`src/rtl/sd_pkg.sv`:
```
// Shared constants and state encoding for the signed BCD display formatter.
package sd_pkg;

  localparam int DIGITS = 9;
  localparam int BCD_W  = 36;
  localparam int MAG_W  = 33;
  localparam int ITER   = 28;

  typedef enum logic [2:0] {
    ST_IDLE    = 3'd0,
    ST_ABS     = 3'd1,
    ST_CONVERT = 3'd2,
    ST_DONE    = 3'd3,
    ST_ACCUM   = 3'd4
  } state_t;

endpackage

```
`src/rtl/sd_bcd_digit_adj.sv`:
```
// Double-dabble digit correction: add 3 to a BCD digit of 5 or more before the shift.
module sd_bcd_digit_adj (
  input  logic [3:0] digit_in,
  output logic [3:0] digit_out
);

  assign digit_out = (digit_in >= 4'd5) ? (digit_in + 4'd3) : digit_in;

endmodule

```
`src/rtl/sd_bcd_formatter.sv`:
```
// Signed ADC result to sign + 9-digit BCD with overrange clamp, fixed 30-cycle latency.
// Optional 4-sample averaging front end is compiled in with `define SD_BCD_AVG_EN.
//
// state      | meaning
// IDLE       | waiting for a sample (in_ready=1)
// ACCUM      | collecting samples 2..4 into the sum (averaging build only)
// ABS        | clamp magnitude against FULL_SCALE, load shift source
// CONVERT    | 28 add-3/shift iterations, then latch result
// DONE       | result valid, held until out_ready
module sd_bcd_formatter
  import sd_pkg::*;
#(
  parameter int unsigned FULL_SCALE = 199999999
) (
  input  logic              clk,
  input  logic              reset,
  input  logic [MAG_W-1:0]  sample_in,
  input  logic              in_valid,
  output logic              in_ready,
  output logic              out_valid,
  input  logic              out_ready,
  output logic              sign,
  output logic [BCD_W-1:0]  bcd_out,
  output logic              overrange
);

  localparam logic [MAG_W-1:0] FS = MAG_W'(FULL_SCALE);

  state_t             state;
  logic [MAG_W-1:0]   mag;
  logic [ITER-1:0]    src;
  logic [BCD_W-1:0]   work;
  logic [BCD_W-1:0]   adj;
  logic [4:0]         iter_cnt;
  logic [MAG_W-1:0]   value;
  logic [MAG_W-1:0]   value_mag;
  logic               accept;

  for (genvar d = 0; d < DIGITS; d++) begin : g_adj
    sd_bcd_digit_adj u_adj (
      .digit_in  (work[4*d +: 4]),
      .digit_out (adj[4*d +: 4])
    );
  end

`ifdef SD_BCD_AVG_EN
  logic signed [MAG_W+1:0] acc;
  logic signed [MAG_W+1:0] sum;
  logic signed [MAG_W+1:0] avg;
  logic [1:0]              acc_cnt;

  assign sum      = acc + $signed({{2{sample_in[MAG_W-1]}}, sample_in});
  assign avg      = sum >>> 2;
  assign value    = avg[MAG_W-1:0];
  assign in_ready = (state == ST_IDLE) || (state == ST_ACCUM);
`else
  assign value    = sample_in;
  assign in_ready = (state == ST_IDLE);
`endif

  // Two's-complement negate as unsigned: -2^32 maps to 2^32 without overflow.
  assign value_mag = value[MAG_W-1] ? (~value + 1'b1) : value;
  assign accept    = in_valid && in_ready;

  always_ff @(posedge clk) begin
    if (reset) begin
      state     <= ST_IDLE;
      out_valid <= 1'b0;
      sign      <= 1'b0;
      bcd_out   <= '0;
      overrange <= 1'b0;
      mag       <= '0;
      src       <= '0;
      work      <= '0;
      iter_cnt  <= '0;
`ifdef SD_BCD_AVG_EN
      acc       <= '0;
      acc_cnt   <= '0;
`endif
    end else begin
      case (state)
        ST_IDLE: begin
          if (accept) begin
`ifdef SD_BCD_AVG_EN
            acc     <= $signed({{2{sample_in[MAG_W-1]}}, sample_in});
            acc_cnt <= 2'd1;
            state   <= ST_ACCUM;
`else
            mag   <= value_mag;
            sign  <= value[MAG_W-1];
            state <= ST_ABS;
`endif
          end
        end
`ifdef SD_BCD_AVG_EN
        ST_ACCUM: begin
          if (accept) begin
            if (acc_cnt == 2'd3) begin
              mag     <= value_mag;
              sign    <= value[MAG_W-1];
              acc     <= '0;
              acc_cnt <= '0;
              state   <= ST_ABS;
            end else begin
              acc     <= sum;
              acc_cnt <= acc_cnt + 2'd1;
            end
          end
        end
`endif
        ST_ABS: begin
          if (mag > FS) begin
            src       <= FS[ITER-1:0];
            overrange <= 1'b1;
          end else begin
            src       <= mag[ITER-1:0];
            overrange <= 1'b0;
          end
          work     <= '0;
          iter_cnt <= 5'(ITER);
          state    <= ST_CONVERT;
        end
        ST_CONVERT: begin
          if (iter_cnt != 5'd0) begin
            {work, src} <= {adj[BCD_W-2:0], src, 1'b0};
            iter_cnt    <= iter_cnt - 5'd1;
          end else begin
            bcd_out   <= work;
            out_valid <= 1'b1;
            state     <= ST_DONE;
          end
        end
        ST_DONE: begin
          if (out_ready) begin
            out_valid <= 1'b0;
            state     <= ST_IDLE;
          end
        end
        default: state <= ST_IDLE;
      endcase
    end
  end

endmodule

```
`config.mk`:
```
export PLATFORM = sky130hd
export DESIGN_NAME = sd_bcd_formatter
export DESIGN_NICKNAME = d
export VERILOG_FILES = /design/src/rtl/sd_pkg.sv /design/src/rtl/sd_bcd_digit_adj.sv /design/src/rtl/sd_bcd_formatter.sv
export SDC_FILE = /design/constraint.sdc
export NUM_CORES = 1
export LEC_CHECK = 0
export ABC_AREA = 0
export CORE_UTILIZATION = 57
export DETAILED_ROUTE_END_ITERATION = 6
export GPL_TIMING_DRIVEN = 0
export PLACE_DENSITY = 0.78
export SYNTH_ARGS = -nofsm -noshare
export SYNTH_HDL_FRONTEND = slang
export SYNTH_SLANG_ARGS = --single-unit
```
`constraint.sdc`:
```
create_clock -name clk -period 2.77 [get_ports clk]
set_input_delay 0.554 -clock clk [delete_from_list [all_inputs] [get_ports clk]]
set_output_delay 0.554 -clock clk [all_outputs]
set_load 0.05 [all_outputs]
```
* Word-level counts from Yosys, hierarchy flattened
Index checks and enable logic that the tools add are counted.
** Cells by class
- Add/sub/neg operators :: 11
- $mul :: 0
- Div/mod/pow operators :: 0
- Magnitude comparators :: 10
- Equal/unequal tests :: 7
- Shifts and indexed selects :: 0
- Mux-type cells :: 25
- Bitwise gates (word level) :: 2
- Reductions and logical operators :: 10
** Operator list (count)
- $pmux W36 S2 :: 1
- $mux W28 :: 2
- $pmux W28 S2 :: 1
- $ge A4 B3 Y1 const B :: 9
- $mux W36 :: 1
- $add A33 B1 Y33 const B :: 1
- $gt A33 B28 Y1 const B :: 1
- $mux W33 :: 1
- $not A33 Y33 :: 1
- $add A4 B2 Y4 const B :: 8
- $mux W4 :: 8
- $mux W3 :: 4
- $pmux W3 S4 :: 1
- $pmux W5 S2 :: 1
- $eq A3 B2 Y1 const B :: 2
- $ne A2 B2 Y1 const B :: 3
- $reduce_and A2 Y1 :: 3
- $reduce_and A3 Y1 :: 2
- $mux W5 :: 1
- $reduce_bool A5 Y1 :: 1
- $sub A5 B1 Y5 const B :: 1
- $reduce_bool A2 Y1 :: 2
- $add A3 B2 Y3 const B :: 1
- $eq A3 B1 Y1 const B :: 1
- other kinds (6) :: 8
** Storage, ports and cells
- Register bits after elaboration :: 144
- Latch bits :: 0
- Memory bits (writable) :: 0
- Bits in read-only memories :: 0
- Input port bits :: 37
- Output and inout bits :: 40
- Logic and storage cells :: 74
- Memories :: 0

* Longest topological paths before layout
- Word-level depth :: 4
- Mapped depth :: 10
- Gate-level depth less buffers :: 7

* By module
Synthesis repeated with hierarchy kept, for this count alone.
** Second synthesis, totals
- Cells, all modules :: 933
- Area total of the unflattened synthesis :: 7317.0 µm²
** By module, submodules not included
- sd_bcd_formatter :: instances 1, cells an instance 789, area an instance 6404.9 µm², sequential area each 2862.7 µm²
- sd_bcd_digit_adj :: instances 9, cells an instance 16, area an instance 101.3 µm², sequential area each 0.0 µm²

* Worst setup path after synthesis
OpenSTA, ideal clock, no wires.
- Kind :: flip-flop to flip-flop
- From :: reg state[0]
- To :: reg mag[28]
- Library setup time :: 0.095 ns
- Data arrival time :: 2.111 ns
- Required time :: 2.675 ns
- Slack :: 0.564 ns
- Stages on the path, launching flop included :: 8
- Path buffers :: 2
- Period minus slack after synthesis :: 2.206 ns
- Cell sequence :: dfxtp_1 > inv_1 > ha_1 > and2_1 > clkbuf_1 > buf_1 > o211ai_1 > a221oi_1
** On the way
- Cells in the longest elaborated chain, start to end :: 3
** RTL lines
- start: declaration :: line sd_bcd_formatter.sv:29 : state_t state;
- start signal: assignment :: line sd_bcd_formatter.sv:67 : state <= ST_IDLE;
- start signal: assignment :: line sd_bcd_formatter.sv:91 : state <= ST_ABS;
- start signal: assignment :: line sd_bcd_formatter.sv:121 : state <= ST_CONVERT;
- $logic_not A3 Y1 * :: line sd_bcd_formatter.sv:58 : assign in_ready = (state == ST_IDLE);
- named net in_ready :: line sd_bcd_formatter.sv:19 : output logic in_ready,
- $logic_and A1 B1 Y1 :: line sd_bcd_formatter.sv:63 : assign accept = in_valid && in_ready;
- $reduce_and A2 Y1 (no source line) *
- end signal: assignment :: line sd_bcd_formatter.sv:89 : mag <= value_mag;
- end: declaration :: line sd_bcd_formatter.sv:30 : logic [MAG_W-1:0] mag;
The timed path passes the listed nets; every way through them passes the cells marked *.
A chain may end at the register's enable or synchronous reset.

* Worst setup path in the final report
- From :: reg state[0]
- To :: out in_ready
** On the way
- Cells in the longest elaborated chain, start to end :: 1
** RTL lines (line)
- $logic_not A3 Y1 :: sd_bcd_formatter.sv:58
- end: declaration :: sd_bcd_formatter.sv:19
Every way passes these cells.

==> impl_metrics.yaml <==
synth:
  synth_edf_count: 0
  synth_flop_cell: "dfxtp_1"
  syn_area_mm2: 0.00719
  synth_nets: 945
  ys_seq_area_share_pct: 39.8
  synth-seq-cells: 143
  synth_cells: 882
  ys.warnings.count: 0
  syn_avg_cell_area_um2: 8.16
  synth_cell_types: 57
  ys_async_sr_fraction_pct: 0
placement:
  dp_hpwl_um: 12900
  place_congestion: 0.871
  dp.cells: 1126
  portBuffers: 76
global_route:
  met3_usage_pct: 5.61
  grt_use_total_pct: 29.3
  grt_max_degree: 17
  antenna_found_initial: 0
  top_usage_layer: "met2"
  overflow: 0
  grt_use_met2_pct: 51.4
  use_met1_pct: 34.9
  grt_pass1_vias: 6188
  grt_pass1_wl_um: 30000
clocking:
  hold_buffers: 0
  clock_path_buffers: 2
  clkTransAtPathRegs_ns: 0.06
  clk_latency_ns: 0.42
  ctsRootBufferMaster: "clkbuf_16"
  post_cts_buffers: 0
  cts_tree: "yes"
  cts_made_buffers: 17
  htreeDepth: 4
  clock_sinks: 143
status:
  outcome: "finished clean"
sta:
  finalSetupViolations: 0
  finClkSkew_ns: 0.00630
  maxSlewHeadroom_pct: 52.2
  max_freq_mhz: 401
  rsz0062_at_grt: "false"
  fin_setup_tns_ns: 0
  worstMarginPinSlew_ns: 0.717
  drv_slew: 0
  finalHoldViolCount: 0
  period_needed_ns: 2.49
  fin_crit_sh_pct: 90.1
cells_and_area:
  seqCellArea_mm2: 0.00286
  final_net_count: 1040
  syn_to_final_growth_pct: 22.7
  fin_cells: 1157
  drive_gt1_share_pct: 6.37
  final_common_cell: "dfxtp_1"
  antenna_cells: 0
  final_cell_mix: "dfxtp_1, nand2_1, a21oi_1"
  multi_input_area_mm2: 0.00397
  fillers: 1013
die:
  die_area_mm2: 0.0131
  start_util_pct: 59.1
  io_pins: 77
  die_h_um: 114
  num_rows: 40
  core-area_mm2: 0.0122
  die-width_um: 114
setup_path:
  crit_arrival_ns: 1.94
  worstSetupEndpointType: "output pin"
  crit_type: "reg -> out"
  required_ns: 2.22
  start_kind: "flip-flop"
  critPathMaxFanout: 5
detailed_routing:
  first_pass_iters: 5
  vias: 6659
  drt_iter0_markers: 537
  final_antenna_net_count: 0
  viasPerCell: 5.76
  drcViolationCount: 0
  wl_per_cell_um: 15.7
  routed_wl_um: 18100
pwr:
  clock_power_share_pct: 33.7
  p_sw_share_pct: 34.8
  p_int_mw: 4.88
  p_per_area_mw_per_mm2: 847
  p_comb_share_pct: 30.3
  ir_worst_vdd_uv: 526
  p_seq_share_pct: 36.1
  p_leak_nw: 3.15
  switchingPower_mw: 2.60
min_path:
  hp-class: "reg -> reg"
flow_run:
  maxCapViolations: 0
## per-layer routing
metal / wire length (µm) / vias up / part of all wire, %
met5: 0 / - / 0
li1: - / 3296 / -
met2: 8970 / 192 / 49
met3: 855 / 43 / 4.7
met1: 7820 / 3128 / 43
met4: 489 / 0 / 2.7
## power by group through the flow
| stage | Combinational (mW) | Sequential, mW | Clock, mW |
|---|---|---|---|
| floorplan | 1.56 | 2.67 | 0 |
| global placement | 2.20 | 2.71 | 0 |
| detailed placement | 2.23 | 2.72 | 0 |
| CTS | 2.25 | 2.68 | 2.52 |
| global route | 2.49 | 2.73 | 2.63 |
| finish | 2.26 | 2.69 | 2.52 |
## timing repair
| item | 4_1_cts | 5_1_grt |
|---|---|---|
| setup endpoints to repair | 0 | 30 |
| hold endpoints to repair | 0 | 0 |
| gates resized for setup | 0 | 2 |
## synth_stat cells (all sizes together) (20+ instances only)
library cell  number  area (µm²)
dfxtp            143        2860
inv               30         113
a21oi            104         521
nor2              81         304
xor2              24         210
mux2i             25         250
nand2            120         450
a211oi            38         285
o21ai             52         264
buf               23         120
ha                26         325
clkbuf            37         139
xnor2             20         175
## worst paths after layout
path                            cells past startpoint    endpoint  slack (ns)  startpoint
worst max register to register                      8    work[16]        0.33    state[0]
worst max-delay path                                3    in_ready        0.28    state[0]
worst min register to register                      2  bcd_out[1]        0.45  bcd_out[1]
worst min-delay path                                2  bcd_out[1]        0.45  bcd_out[1]
## cells by family (layout without fill, tap and decap cells)
logic type | count (synthesis) | after routing | share of synthesized area (%)
DFF | 143 | 143 | 39.8
and+or+nand+nor | 303 | 303 | 20.4
xor gates and xnor gates | 44 | 44 | 5.36
buffers and inverters | 90 | 197 | 5.17
AOI/OAI and AO/OA | 250 | 250 | 21.1
muxes | 26 | 26 | 3.64
adders and majority gates | 26 | 26 | 4.52
## state kept, by name, indices dropped and copies added (netlist names)
register and count:
work 36, mag 33, iter_cnt 5, sign 1, state 2, src 28
overrange 1, out_valid 1, bcd_out 36
## stage by stage
step | instance area (µm²) | utilization, % | total power, mW | hold WS (ns) | setup WS (ns)
2_1_floorplan | 7190 | - | 4.23 | 0.432 | 0.564
4_1_cts | 8820 | 72.5 | 7.45 | 0.454 | 0.127
3_3_place_gp | 8160 | 67.1 | 4.91 | 0.440 | 0.0603
6_report | 8830 | 72.6 | 7.47 | 0.451 | 0.276
3_5_place_dp | 8160 | 67.1 | 4.95 | 0.446 | 0.0495
5_1_grt | 8830 | 72.6 | 7.85 | 0.466 | 0.140
## cell type report
class                   instances  area share, %
clock buffers                  21           5.33
plain buffers                  60           2.95
well taps                     168           2.38
repair buffers                 76           8.62
multi-input cells             649           44.9
inverters                      30           1.28
flip-flops and latches        143           32.4
clock inverters                10           2.08
## critical path, stage by stage (launching register included)
cell             delay (ns)
dfxtp_1                0.35
inv_1                  0.09
ha_1                   0.25
clkdlybuf4s50_1        0.83
Power figures use the tool's default switching activity.
